**src/rtl/mem_block_arbiter.sv**
```systemverilog
// Arbitrates one 256-bit block memory port between I-cache refills and D-cache refill/writeback.
// Optional `ARB_ROUND_ROBIN_EN` lets a pending I-cache read win right after a D-cache transfer.
module mem_block_arbiter #(
    parameter int TIMEOUT_CYCLES = 1023
) (
    input  logic         CLK,
    input  logic         RESET,
    input  logic         i_req_read,
    input  logic [31:0]  i_addr,
    output logic [255:0] i_rblock,
    output logic         i_done,
    input  logic         d_req_read,
    input  logic         d_req_write,
    input  logic [31:0]  d_addr,
    input  logic [255:0] d_wblock,
    output logic [255:0] d_rblock,
    output logic         d_done,
    output logic [31:0]  mem_addr,
    output logic         mem_blk_read,
    output logic         mem_blk_write,
    output logic [255:0] mem_wblock,
    input  logic [255:0] mem_rblock,
    input  logic         mem_read_valid,
    input  logic         mem_write_valid,
    output logic         busy,
    output logic         timeout_err
);

    typedef enum logic [2:0] {
        IDLE,
        I_RD,
        D_RD,
        D_WR,
        DONE
    } state_t;

    localparam logic [15:0] WAIT_LAST = 16'(TIMEOUT_CYCLES - 1);

    state_t      state;
    state_t      next_state;
    logic [15:0] wait_cnt;
    logic        in_xfer;
    logic        hit;
    logic        abort;
    logic        take_i_first;

`ifdef ARB_ROUND_ROBIN_EN
    logic        owner_d;
    logic        last_was_d;

    assign take_i_first = last_was_d & i_req_read;
`else
    assign take_i_first = 1'b0;
`endif

    assign in_xfer = (state == I_RD) || (state == D_RD) || (state == D_WR);

    always_ff @(posedge CLK or posedge RESET) begin
        if (RESET) begin
            state <= IDLE;
        end else begin
            state <= next_state;
        end
    end

    // A matching valid always beats the watchdog, even on the last allowed cycle.
    always_comb begin
        next_state = state;
        hit        = 1'b0;
        abort      = 1'b0;
        case (state)
            IDLE: begin
                if (take_i_first) begin
                    next_state = I_RD;
                end else if (d_req_write) begin
                    next_state = D_WR;
                end else if (d_req_read) begin
                    next_state = D_RD;
                end else if (i_req_read) begin
                    next_state = I_RD;
                end
            end
            I_RD, D_RD: hit = mem_read_valid;
            D_WR:       hit = mem_write_valid;
            DONE:       next_state = IDLE;
            default:    next_state = IDLE;
        endcase
        if (in_xfer) begin
            if (hit) begin
                next_state = DONE;
            end else if (wait_cnt == WAIT_LAST) begin
                abort      = 1'b1;
                next_state = DONE;
            end
        end
    end

    always_ff @(posedge CLK or posedge RESET) begin
        if (RESET) begin
            wait_cnt      <= '0;
            mem_addr      <= '0;
            mem_wblock    <= '0;
            mem_blk_read  <= 1'b0;
            mem_blk_write <= 1'b0;
            busy          <= 1'b0;
            i_done        <= 1'b0;
            d_done        <= 1'b0;
            i_rblock      <= '0;
            d_rblock      <= '0;
            timeout_err   <= 1'b0;
        end else begin
            wait_cnt      <= in_xfer ? wait_cnt + 16'd1 : 16'd0;
            mem_blk_read  <= (next_state == I_RD) || (next_state == D_RD);
            mem_blk_write <= (next_state == D_WR);
            busy          <= (next_state != IDLE);
            i_done        <= (next_state == DONE) && (state == I_RD);
            d_done        <= (next_state == DONE) && ((state == D_RD) || (state == D_WR));
            if ((state == IDLE) && (next_state != IDLE)) begin
                mem_addr   <= (next_state == I_RD) ? i_addr : d_addr;
                mem_wblock <= d_wblock;
            end
            // An aborted read returns an all-zero block rather than stale data.
            if ((state == I_RD) && (next_state == DONE)) begin
                i_rblock <= abort ? '0 : mem_rblock;
            end
            if ((state == D_RD) && (next_state == DONE)) begin
                d_rblock <= abort ? '0 : mem_rblock;
            end
            if (abort) begin
                timeout_err <= 1'b1;
            end
        end
    end

`ifdef ARB_ROUND_ROBIN_EN
    always_ff @(posedge CLK or posedge RESET) begin
        if (RESET) begin
            owner_d    <= 1'b0;
            last_was_d <= 1'b0;
        end else begin
            if ((state == IDLE) && (next_state != IDLE)) begin
                owner_d <= (next_state != I_RD);
            end
            if (state == DONE) begin
                last_was_d <= owner_d;
            end
        end
    end
`endif

endmodule

```
**config.mk**
```make
export PLATFORM = sky130hd
export DESIGN_NAME = mem_block_arbiter
export DESIGN_NICKNAME = d
export VERILOG_FILES = /design/src/rtl/mem_block_arbiter.sv
export SDC_FILE = /design/constraint.sdc
export NUM_CORES = 2
export LEC_CHECK = 0
export ABC_AREA = 1
export CAP_MARGIN = 20
export CORE_AREA = 10 10 538 540
export DETAILED_ROUTE_END_ITERATION = 10
export DIE_AREA = 0 0 548 550
export HOLD_SLACK_MARGIN = 0.1
export PLACE_DENSITY = 0.36
export SETUP_SLACK_MARGIN = 0.5
export SLEW_MARGIN = 30
export SYNTH_ARGS = -nofsm -noshare
export SYNTH_HDL_FRONTEND = slang
export SYNTH_SLANG_ARGS = --single-unit
```
**constraint.sdc**
```tcl
create_clock -name CLK -period 60 [get_ports CLK]
set_input_delay 12 -clock CLK [delete_from_list [all_inputs] [get_ports CLK]]
set_output_delay 12 -clock CLK [all_outputs]
set_load 0.005 [all_outputs]
```
==> metrics.md <==
| Metric | Value |
|---|---|
| Post-route cell area | about 0.054 sq mm |
| Top Usage Layer GRT | met2 |
| Asr flop ratio synth | 100% |
| Number of enable flip-flop cells after synthesis | 0 |
| Placement Cell Area | between 0.05 and 0.06 sq mm |
| Clk buf depth | 4 |
| Synth Flop Type | dfrtp_1 |
| Area grow syn2layout | 66.1% |
| Final WL | 233000 um |
| Hold Crit Start | mem_wblock[90] |
| Chip width | 548 um |
| Final cell count without fillers | around 8600 |
| DRT Pass-1 Iters | 7 |
| Worst setup EP type | flop |
| Worst Path Required | 60.64 ns |
| Synthesized area | around 0.033 sq mm |
| H-tree levels | 3 |
| Pre-CTS setup slack | about 43 ns |
| RSZ-0062 raised after global routing | false |
| Mean Syn Cell Area | about 9.5 sq um |
| I/O pins | 1389 |
| Most frequent cell after synthesis | nand2_1 |
| Peak supply drop | between 0.03 and 0.04 mV |
| Synth Warn # | 0 |
| Switching power | 1310 uW |
| #FFs+latches synth | 825 |
| Gate count of the mapped netlist | approximately 3500 |
| Detailed Place HPWL | roughly 190000 um |
| Pwr per Cell Area | just under 60 mW/mm^2 |
| Clk sinks | 825 |
| Max-slew violation count | 0 |
| GRT met1 Usage | 18.6% |
| Final global-route overflow total | 0 |
| Reg clk slew, reported paths | approximately 0.050 ns |
| Logic pwr share | 47.0% |
| Post-CTS Setup Repair Bufs | 0 |
| Switching Share | between 40% and 50% |
| Final Hold Vio Count | 0 |
| WP data arrival | 16.75 ns |
| Die ar. | 0.301 sq mm |
| First-pass GRT wire length | 307000 um |
| Clock power share | between 20% and 30% |
| Setup_tns | 0 ns |
| Vias post-DR | 30588 |
| Nets | around 5300 |
| CTS Buf Count | 114 |
| Worst Setup EP | i_rblock[219] |
| Slew @ Worst Pin | around 1.0 ns |
| Status | finished, final reports clean |
| Critical path peak fanout | 83 |
| Setup Crit Path Kind | in -> reg |
| Sequential share of the synthesized area | between 60 and 70% |
| Share of layout cells above drive strength 1 | ~5% |
| Lkg Pwr | roughly 0.024 uW |
| Number of max-cap violations | 0 |
| Dpl cells | ~8400 |
| Startpoint types | input port |
| Cell taking the most area after synthesis | dfrtp_1 |
| Via/cell ratio | 3.57 |
| Largest net degree at the start of global routing | around 170 |
| Top cells by area, synth | dfrtp_1 (63%), nand2_1 (15%), o31ai_1 (7.8%), nand3_1 (4.5%), inv_1 (2.2%) |
| CORE AREA | ~0.28 sq mm |
| Tcrit/Tclk final | a little over a quarter |
| Worst Clk Skew | between 0.06 and 0.07 ns |
| Initial DRC Count | 2294 |
| Total GRT Usage | 14.7% |
| Root buffer cell | clkbuf_16 |
| Synth cell types | 31 |
| Final setup margin | ~44 ns |
| CTS tree | yes |
| GR Util met2 | a little under a quarter |
| Internal | approximately 1900 uW |
| Achievable frequency | just over 60 MHz |
| Final setup violation count | 0 |
| DRC | 0 |
| Post-synth net total | about 4000 |
| Crit Reg-Reg Endpoint | i_rblock[219] |
| Crit path time final | between 15 and 20 ns |
| Worst-skew pair later-pin latency | ~0.86 ns |
| Worst-case reg-to-reg path depth | 12 |
| Core Util, Final | approximately 20% |
| Vias in the first global route | between 30000 and 40000 |
| Routability Congestion | between 0.8 and 0.9 |
| ANT nets after route | 0 |
| Worst Hold Class | reg -> reg |
| IO buf count | between 1000 and 1500 |
| Worst R2R Setup Slack | roughly 55 ns |
| Die Y-Extent | around 550 um |
| Post-synth top cells | nand2_1 (1295), dfrtp_1 (825), o31ai_1 (340), nand3_1 (296), inv_1 (189) |
| Area share of the largest cell type after synthesis | a little over three fifths |
| Wire per inst | roughly 27 um |
| Num rows | roughly 190 |
| Setup crit start | mem_read_valid |
| Initial core utilization | around an eighth |
| Max_slew headroom | about a third |
| Reg power frac | 31.1% |
| Post-CTS Hold Buffers | 0 |
| Initial antenna violation count | about 100 |
| Grt met3 use | 7.44% |
| Worst reg2reg path startpoint | state[0] |
| Resize count post-CTS | 0 |
## kinds of logic after synthesis
logic type	synth area share, %
simple gates	20.2
flops	63.1
compound gates	10.7
buf+inv	5.89
xor+xnor	0.0535
fa+ha+maj	0.0764
## worst min-delay path by stage
| stage | end | slack (ns) | cells after the start |
|---|---|---|---|
| after floorplan | wait_cnt[0] | 0.45 | 1 |
| after global placement | mem_wblock[84] | 0.45 | 2 |
| after detailed placement | timeout_err | 0.45 | 1 |
| after CTS | mem_wblock[97] | 0.47 | 2 |
| after global routing | mem_wblock[65] | 0.49 | 2 |
| final | mem_wblock[90] | 0.47 | 2 |
## layout by cell type (no fill, tap or decap), types with 6 or more instances in the layout
| master | instances |
|---|---|
| o21ai_0 | 137 |
| inv_1 | 188 |
| clkinv_2 | 15 |
| clkdlybuf4s50_1 | 1388 |
| buf_4 | 30 |
| clkbuf_16 | 114 |
| clkbuf_8 | 24 |
| bufinv_16 | 7 |
| inv_2 | 6 |
| o21ai_1 | 39 |
| buf_6 | 11 |
| nand3_1 | 296 |
| dfrtp_1 | 825 |
| clkbuf_1 | 24 |
| nand2_1 | 1294 |
| diode_2 | 28 |
| nor2_1 | 28 |
| a21oi_1 | 7 |
| o31ai_1 | 340 |
## registers in the layout, indices dropped and copies added, names as in the netlist
name	cells
mem_wblock	256
timeout_err	1
mem_addr	32
wait_cnt	16
busy	1
i_done	1
d_rblock	256
i_rblock	256
mem_blk_read	1
state	3
mem_blk_write	1
d_done	1
## power groups by stage
| stage | logic (uW) | registers (uW) | clock network, uW |
|---|---|---|---|
| after floorplan | 537 | 975 | 0 |
| after global placement | 1530 | 989 | 0 |
| after detailed placement | 1540 | 994 | 0 |
| after CTS | 1540 | 990 | 724 |
| after global routing | 1640 | 1020 | 743 |
| final | 1490 | 988 | 694 |
## metrics by stage
| step | hold WS [ns] | total power [uW] |
|---|---|---|
| final | 0.467 | 3170 |
| after global routing | 0.485 | 3400 |
| after CTS | 0.472 | 3260 |
| after detailed placement | 0.452 | 2530 |
| after global placement | 0.454 | 2520 |
| after floorplan | 0.455 | 1510 |
## area by class of cell
| cell class | instances | area [sq um] |
|---|---|---|
| multi-input combinational | 2173 | 10200 |
| fill | 30834 | 224000 |
| inverter | 195 | 739 |
| tap | 3724 | 4660 |
| timing repair buffer | 1433 | 14300 |
| sequential | 825 | 20600 |
| clock inverter | 35 | 455 |
| clock buffer | 162 | 3270 |
| antenna | 28 | 70.1 |
## critical path, cell delays in order
cell             delay (ns)
clkdlybuf4s50_1        0.42
nand2_1                0.11
nand2_1                0.17
nor3_4                 0.23
buf_4                  0.51
buf_4                  0.69
buf_6                  0.62
buf_6                  0.64
buf_4                  0.86
o31ai_1                0.16
## per-layer routing
metal | part of all wire (%) | vias to the layer above
met5 | 0.14 | -
met4 | 2.0 | 48
met3 | 12 | 264
met2 | 44 | 1315
met1 | 42 | 14968
li1 | - | 13993
Note: power is estimated with default switching activity, not from simulation.
